===== src/rtl/coin_payout_hopper.sv =====
// coin_payout_hopper: turns a credit amount into timed hopper pulses, counts sensed coins, faults on a jam
module coin_payout_hopper #(
    parameter int AMT_W          = 5,
    parameter int PULSE_CYCLES   = 4,
    parameter int GAP_CYCLES     = 4,
    parameter int TIMEOUT_CYCLES = 64
) (
    input  logic             clk,
    input  logic             resetn,
    input  logic             req_valid,
    input  logic [AMT_W-1:0] req_amount,
    output logic             req_ready,
    input  logic             coin_sense,
    input  logic             fault_clr,
    output logic             coin_pulse,
    output logic             busy,
    output logic             done,
    output logic             fault,
    output logic [AMT_W-1:0] remaining,
    output logic [AMT_W-1:0] paid_count
);
    localparam int TMAX = (TIMEOUT_CYCLES > PULSE_CYCLES) ?
                          ((TIMEOUT_CYCLES > GAP_CYCLES) ? TIMEOUT_CYCLES : GAP_CYCLES) :
                          ((PULSE_CYCLES > GAP_CYCLES) ? PULSE_CYCLES : GAP_CYCLES);
    localparam int TW = $clog2(TMAX + 1);

    typedef enum logic [2:0] {IDLE, PULSE, WAIT, GAP, DONE, FAULT} state_t;

    state_t        state;
    logic [TW-1:0] timer;
    logic [2:0]    sync;
    logic          sense_rise;

    assign sense_rise = sync[1] & ~sync[2];

    // two-flop synchronizer plus one delay stage for rising-edge detection
    always_ff @(posedge clk or negedge resetn) begin
        if (!resetn) sync <= '0;
        else         sync <= {sync[1:0], coin_sense};
    end

    // payout sequencer with registered outputs
    always_ff @(posedge clk or negedge resetn) begin
        if (!resetn) begin
            state      <= IDLE;
            timer      <= '0;
            req_ready  <= 1'b1;
            coin_pulse <= 1'b0;
            busy       <= 1'b0;
            done       <= 1'b0;
            fault      <= 1'b0;
            remaining  <= '0;
            paid_count <= '0;
        end else begin
            done <= 1'b0;
            case (state)
                IDLE: begin
                    if (req_valid && req_ready) begin
                        req_ready  <= 1'b0;
                        busy       <= 1'b1;
                        paid_count <= '0;
                        timer      <= '0;
                        if (req_amount == '0) begin
                            remaining <= '0;
                            done      <= 1'b1;
                            state     <= DONE;
                        end else begin
                            remaining  <= req_amount;
                            coin_pulse <= 1'b1;
                            state      <= PULSE;
                        end
                    end
                end
                PULSE: begin
                    if (timer == TW'(PULSE_CYCLES - 1)) begin
                        coin_pulse <= 1'b0;
                        timer      <= '0;
                        state      <= WAIT;
                    end else begin
                        timer <= timer + TW'(1);
                    end
                end
                WAIT: begin
                    if (sense_rise) begin
                        timer <= '0;
                        if (remaining != '0) begin
                            remaining  <= remaining - AMT_W'(1);
                            paid_count <= paid_count + AMT_W'(1);
                        end
                        if (remaining <= AMT_W'(1)) begin
                            done  <= 1'b1;
                            state <= DONE;
                        end else begin
                            state <= GAP;
                        end
                    end else if (timer == TW'(TIMEOUT_CYCLES - 1)) begin
                        fault <= 1'b1;
                        state <= FAULT;
                    end else begin
                        timer <= timer + TW'(1);
                    end
                end
                GAP: begin
                    if (timer == TW'(GAP_CYCLES - 1)) begin
                        timer      <= '0;
                        coin_pulse <= 1'b1;
                        state      <= PULSE;
                    end else begin
                        timer <= timer + TW'(1);
                    end
                end
                DONE: begin
                    busy      <= 1'b0;
                    req_ready <= 1'b1;
                    state     <= IDLE;
                end
                FAULT: begin
                    if (fault_clr) begin
                        fault     <= 1'b0;
                        remaining <= '0;
                        busy      <= 1'b0;
                        req_ready <= 1'b1;
                        state     <= IDLE;
                    end
                end
                default: state <= IDLE;
            endcase
        end
    end
endmodule

===== config.mk =====
export PLATFORM = sky130hd
export DESIGN_NAME = coin_payout_hopper
export DESIGN_NICKNAME = d
export VERILOG_FILES = /design/src/rtl/coin_payout_hopper.sv
export SDC_FILE = /design/constraint.sdc
export NUM_CORES = 1
export LEC_CHECK = 0
export BUFFER_PORTS_ARGS = -buffer_cell sky130_fd_sc_hd__clkbuf_2
export CORE_UTILIZATION = 45
export DETAILED_ROUTE_END_ITERATION = 6
export GPL_TIMING_DRIVEN = 0
export MAX_ROUTING_LAYER = met4
export PLACE_DENSITY = 0.65
export SLEW_MARGIN = 20
export SYNTH_ARGS = -nofsm -noshare
export SYNTH_HDL_FRONTEND = slang
export SYNTH_SLANG_ARGS = --single-unit

===== constraint.sdc =====
create_clock -name clk -period 2.2 [get_ports clk]
set_clock_uncertainty 0.1 [all_clocks]
set_input_delay 0.44 -clock clk [delete_from_list [all_inputs] [get_ports clk]]
set_output_delay 0.44 -clock clk [all_outputs]
set_load 0.05 [all_outputs]

======== Word-level counts from Yosys, hierarchy flattened ========
Index checks and enable logic that the tools add are counted.
word-level totals
  register bits after elaboration ......... 28
  input bits .............................. 10
  output and inout bits ................... 15
  word-level logic and storage cells ...... 95
cells by class
  $add $sub $neg .......................... 3
  order comparisons ....................... 1
  eq/ne operators ......................... 18
  multiplexer cells ....................... 43
  bitwise gates (word level) .............. 2
  reduce and logical (&&, ||, !) cells .... 18
operators by type and width
  cell                                                                              number
  5-bit 2-to-1 mux                                                                  8
  7-bit 2-to-1 mux                                                                  4
  3-bit 2-to-1 mux                                                                  8
  7-bit one-hot mux with 3 select lines                                             1
  2-bit inequality test, second input constant                                      9
  3-bit one-hot mux with 5 select lines                                             1
  5-bit one-hot mux with 3 select lines                                             1
  5-bit AND reduction                                                               3
  1-bit 2-to-1 mux                                                                  14
  3-bit nonzero test                                                                4
  5-bit one-hot mux with 2 select lines                                             1
  1-bit one-hot mux with 3 select lines                                             3
  4-bit AND reduction                                                               2
  7-bit by 1-bit adder with 7-bit output, second input constant                     1
  7-bit by 2-bit equality test with 1-bit output, second input constant             1
  7-bit by 6-bit equality test with 1-bit output, second input constant             1
  3-bit by 2-bit equality test with 1-bit output, second input constant             2
  3-bit equality test, second input constant                                        2
  3-bit inequality test, second input constant                                      2
  3-bit AND reduction                                                               2
  5-bit by 1-bit adder with 5-bit output, second input constant                     1
  5-bit by 1-bit less-or-equal comparator with 1-bit output, second input constant  1
  5-bit logical NOT                                                                 1
  5-bit nonzero test                                                                1
  9 further kinds                                                                   11

======== Depth between registers and ports, before layout ========
  depth in word-level cells ............... 4
  depth in mapped cells ................... 6
  mapped depth without buffers ............ 5

======== Least setup slack after synthesis ========
OpenSTA, ideal clock, no wires.
  path type ............................... flip-flop to flip-flop
  from .................................... register remaining[0]
  to ...................................... register paid_count[2]
  library setup time ...................... 0.139 ns
  data arrival time ....................... 1.928 ns
  required time ........................... 1.961 ns
  setup slack ............................. 0.033 ns
  cell stages (with the launch flop) ...... 7
  cell sequence ........................... dfrtp_1 -> inv_1 -> ha_1 -> a311o_1 -> clkbuf_1 -> o311ai_0 -> o31ai_1
between the ends
  cells in the longest elaborated chain, start to end .. 3
ends and longest elaborated chain
  what                                    RTL line  source
  start: declaration                      19        output logic [AMT_W-1:0] remaining,
  start signal: assignment                68        remaining <= req_amount;
  start signal: assignment                87        remaining <= remaining - AMT_W'(1);
  5-bit nonzero test                      86        if (remaining != '0) begin
  2-bit inequality test (no source line)  -
  4-bit AND reduction (no source line)    -
  end signal: assignment                  88        paid_count <= paid_count + AMT_W'(1);
  end: declaration                        20        output logic [AMT_W-1:0] paid_count
Every way passes these cells.
A chain may end at the register's enable or synchronous reset.

======== Final worst setup path ========
  from .................................... register state[2]
  to ...................................... register timer[5]
between the ends
  cells in the longest elaborated chain, start to end .. 4
  elaborated cells on any way between the ends .. 10
ends and longest elaborated chain
  what                                                                                                              RTL line  source
  start: declaration                                                                                                29        state_t state;
  start signal: assignment                                                                                          45        state <= IDLE;
  start signal: assignment                                                                                          66        state <= DONE;
  start signal: assignment                                                                                          70        state <= PULSE;
  3-bit by 2-bit equality test with 1-bit output or 3-bit by 1-bit equality test with 1-bit output (tied branches)  56        case (state)
  2-bit OR reduction (no source line)                                                                               -
  3-bit nonzero test (no source line)                                                                               -
  3-bit AND reduction (no source line)                                                                              -
  end signal: assignment                                                                                            80        timer <= timer + TW'(1);
  end signal: assignment                                                                                            100       timer <= timer + TW'(1);
  end signal: assignment                                                                                            109       timer <= timer + TW'(1);
  end: declaration                                                                                                  30        logic [TW-1:0] timer;
Parallel ways exist; a longest one is shown, timed or not.

==> flow_summary.toml <==
[run_status]
outcome = "finished, final reports clean"

[timing]
finalSetupViolCount = 0
slew_violations = 0
whs_ps = 15.0
fmax_mhz = 479
post-route-period-util_pct = 94.9
rsz0062_at_grt = "no"
hold_viol = 0
period_minus_slack_ps = 2090
tightest_slew_ps = 704
tns_ps = 0
slew_headroom_pct = 53.1

[clock_tree]
root_buffer = "clkbuf_4"
ctsHtreeMaxLevel = 1
cts.clk_slew.worst_paths_ps = 160
cts_tree = "built"
cts-buffers-inserted = 3
postCtsSetupBuffers = 0
clock-sinks = 28
cts_buffer_depth = 2
cts_hold_buf = 0
clk-insertion-delay-late_ps = 330

[grt]
grt_busiest_layer = "met2"
grt_pass1_wl_mm = 6.58
grt_max_degree = 29
globalRouteMet3Util_pct = 1.84
grtUsageTotal_pct = 21.5
grt_pass1_vias = 1508
grt-ovfl-total = 0
use_met2_pct = 37.6
use_met1_pct = 25.9
antenna_found_initial = 0

[placement]
gp_congestion = 0.854
io_buffers = 24
hpwl_mm = 2.87

[yosys]
ys.warnings.count = 0
yosysTopAreaCellShare_pct = 41.3
synth-main-ff-cell = "dfrtp_1"
ys_top_cells_by_area = "dfrtp_1, ha_1, nor2_1"
yosys_register_bits = 28
syn_area_um2 = 1640
syn_avg_cell_area_um2 = 9.20
synth-async-reset-ratio_pct = 100
ys_types = 47
synth_edf_count = 0
synth_fp_nets = 193
synth_top_cell_by_area = "dfrtp_1"
yosysSeqAreaShare_pct = 42.9
syn_inst = 178

[floorplan]
rows = 21
io_pins = 25
initial_core_util_pct = 47.9
die_w_um = 62.3
die_area_um2 = 3890
fp.dieH_um = 62.3
core-area_um2 = 3420

[route]
dr.pass1.iters = 4
drc = 0
drt-vias-per-instance = 5.94
final_antenna_net_count = 0
wirelength_mm = 3.73
avgRoutedWirePerCell_um = 14.9
drt_iter0_markers = 143
vias = 1492

[finish]
diodes = 0
layout-area-overhead-vs-synth_pct = 14.4
layout-drive-gt1-share_pct = 20.0
nets = 221
fillers = 326

[setup_path]
start_kind = "register"
arrival_ps = 2250
worstPathRequired_ps = 2360
crit_path_max_fanout = 7
regToRegSetupSlack_ps = 110
cp-end-kind = "register"
reg2reg_to = "timer[5]"
critPathKind = "reg2reg"
r2r_cells = 4
timing.rr.start = "state[2]"
worstPathCellList = "or3b_4 > or4_4 > and2_4 > o221ai_1"
cpMaxStageDelayCell = "or4_4"
cpPeakStageDelay_ps = 600

[power_and_ir_drop]
pwr-share-comb_pct = 54.6
peakVddDrop_v = 0.000565
p_sw_share_pct = 49.5
power_uw = 2720
p_sw_uw = 1350
pwr-share-seq_pct = 32.8
p_clk_share_pct = 12.6
p_leak_uw = 0.000805
intPower_uw = 1380
power.density_nw_per_um2 = 1450

[job]
max-cap-violations = 0

[min_path]
holdCritPathClass = "in2async"
-- power by group through the flow --
stage,sequential (µW),combinational [µW],clock [µW]
2_1_floorplan,1260,771,0
3_3_place_gp,888,1440,0
3_5_place_dp,903,1480,0
4_1_cts,893,1480,352
5_1_grt,924,1640,369
6_report,894,1490,343
-- routing by layer --
layer / part of all wire (%) / wire (µm) / vias up
met3: 1.8 / 68 / 4
met5: 0 / 0 / -
li1: - / - / 722
met2: 54 / 2000 / 27
met1: 44 / 1640 / 739
met4: 0.78 / 29 / 0
-- Yosys cell counts (2+ instances only) --
cell type,number
dfrtp_1,27
nor3_1,5
or4_1,3
nand3b_1,3
nand2_1,8
o2111ai_1,2
nand3_1,5
and2_1,3
o31ai_1,5
nor2_1,16
nor2b_1,2
o21ai_0,7
o211ai_1,4
nor3b_1,2
o2bb2ai_1,2
a221oi_1,2
nand2b_1,5
o221ai_1,4
or2_2,2
a21boi_0,3
o21a_1,2
a31oi_1,2
inv_1,15
o22ai_1,8
clkbuf_1,5
a21oi_1,7
ha_1,5
a32oi_1,3
mux2i_1,2
a22o_1,2
-- sequential cells by signal, summed over array words and instances, names as in the netlist --
name        flops
done            1
paid_count      5
state           3
fault           1
sync            3
coin_pulse      1
req_ready       1
timer           7
busy            1
remaining       5
-- critical path, delay by kind of cell, from the launching register on --
kind            cells  cell delay [ps]
compound gates      1              180
flops               1              460
simple gates        3             1280
-- cells in the final DEF, fill, tap and decap left out, types with 2 or more instances in the layout --
master     count
a22o_1         2
o221ai_1       4
nor2b_1        2
nor3_1         5
nor2_1        16
nand3_1        5
clkbuf_4       3
or2_2          2
clkbuf_2      27
a221oi_1       2
o21ai_0        7
a32oi_1        3
dfrtp_1       27
o22ai_1        8
nand3b_1       3
nand2_1        8
or4_1          3
a21boi_0       3
a21oi_1        7
and2_1         3
a31oi_1        2
ha_1           5
nand2b_1       5
mux2i_1        2
clkbuf_1       2
o2111ai_1      2
o211ai_1       4
o31ai_1        5
inv_1         15
o21a_1         2
o2bb2ai_1      2
-- cells by family after synthesis --
family | count (synthesis) | synth area share (%)
AOI/OAI and AO/OA | 62 | 27.1
adders and majority gates | 5 | 3.82
buffers and inverters | 22 | 5.19
DFF | 28 | 42.9
muxes | 3 | 1.91
and+or+nand+nor | 58 | 19.1
-- how the worst max path moves through the flow --
stage | startpoint | end | slack [ps] | cells after the start
3_3_place_gp | state[1] | remaining[0] | 20 | 5
5_1_grt | state[2] | remaining[0] | 40 | 6
4_1_cts | state[2] | remaining[0] | 30 | 6
3_5_place_dp | state[1] | remaining[0] | -30 | 5
6_report | state[2] | timer[5] | 110 | 4
2_1_floorplan | remaining[0] | paid_count[2] | 30 | 6
-- per-stage QoR --
stage	instance area [µm²]	utilization, %	worst slack (ps)	instances
after floorplan	1640	-	33.4	178
after global placement	1820	53.2	24.9	248
after detailed placement	1820	53.2	-32.3	248
after CTS	1870	54.8	32.3	252
after global routing	1870	54.9	38.9	251
final	1870	54.9	112	251
-- layout make-up --
| cell class | count | area, µm² | area share [%] |
|---|---|---|---|
| well taps | 46 | 57.6 | 3.07 |
| multi-input cells | 128 | 858 | 45.8 |
| inverters | 15 | 56.3 | 3.00 |
| clock buffers | 3 | 22.5 | 1.20 |
| repair buffers | 24 | 120 | 6.41 |
| clock inverters | 1 | 30.0 | 1.60 |
| plain buffers | 6 | 27.5 | 1.47 |
| flip-flops and latches | 28 | 702 | 37.4 |
-- timing repair --
action / CTS / global route
resized for setup: 1 / 7
hold endpoints to repair: 0 / 0
endpoints found under the setup margin: 8 / 11
No activity file was read; power rests on OpenSTA's default activity.
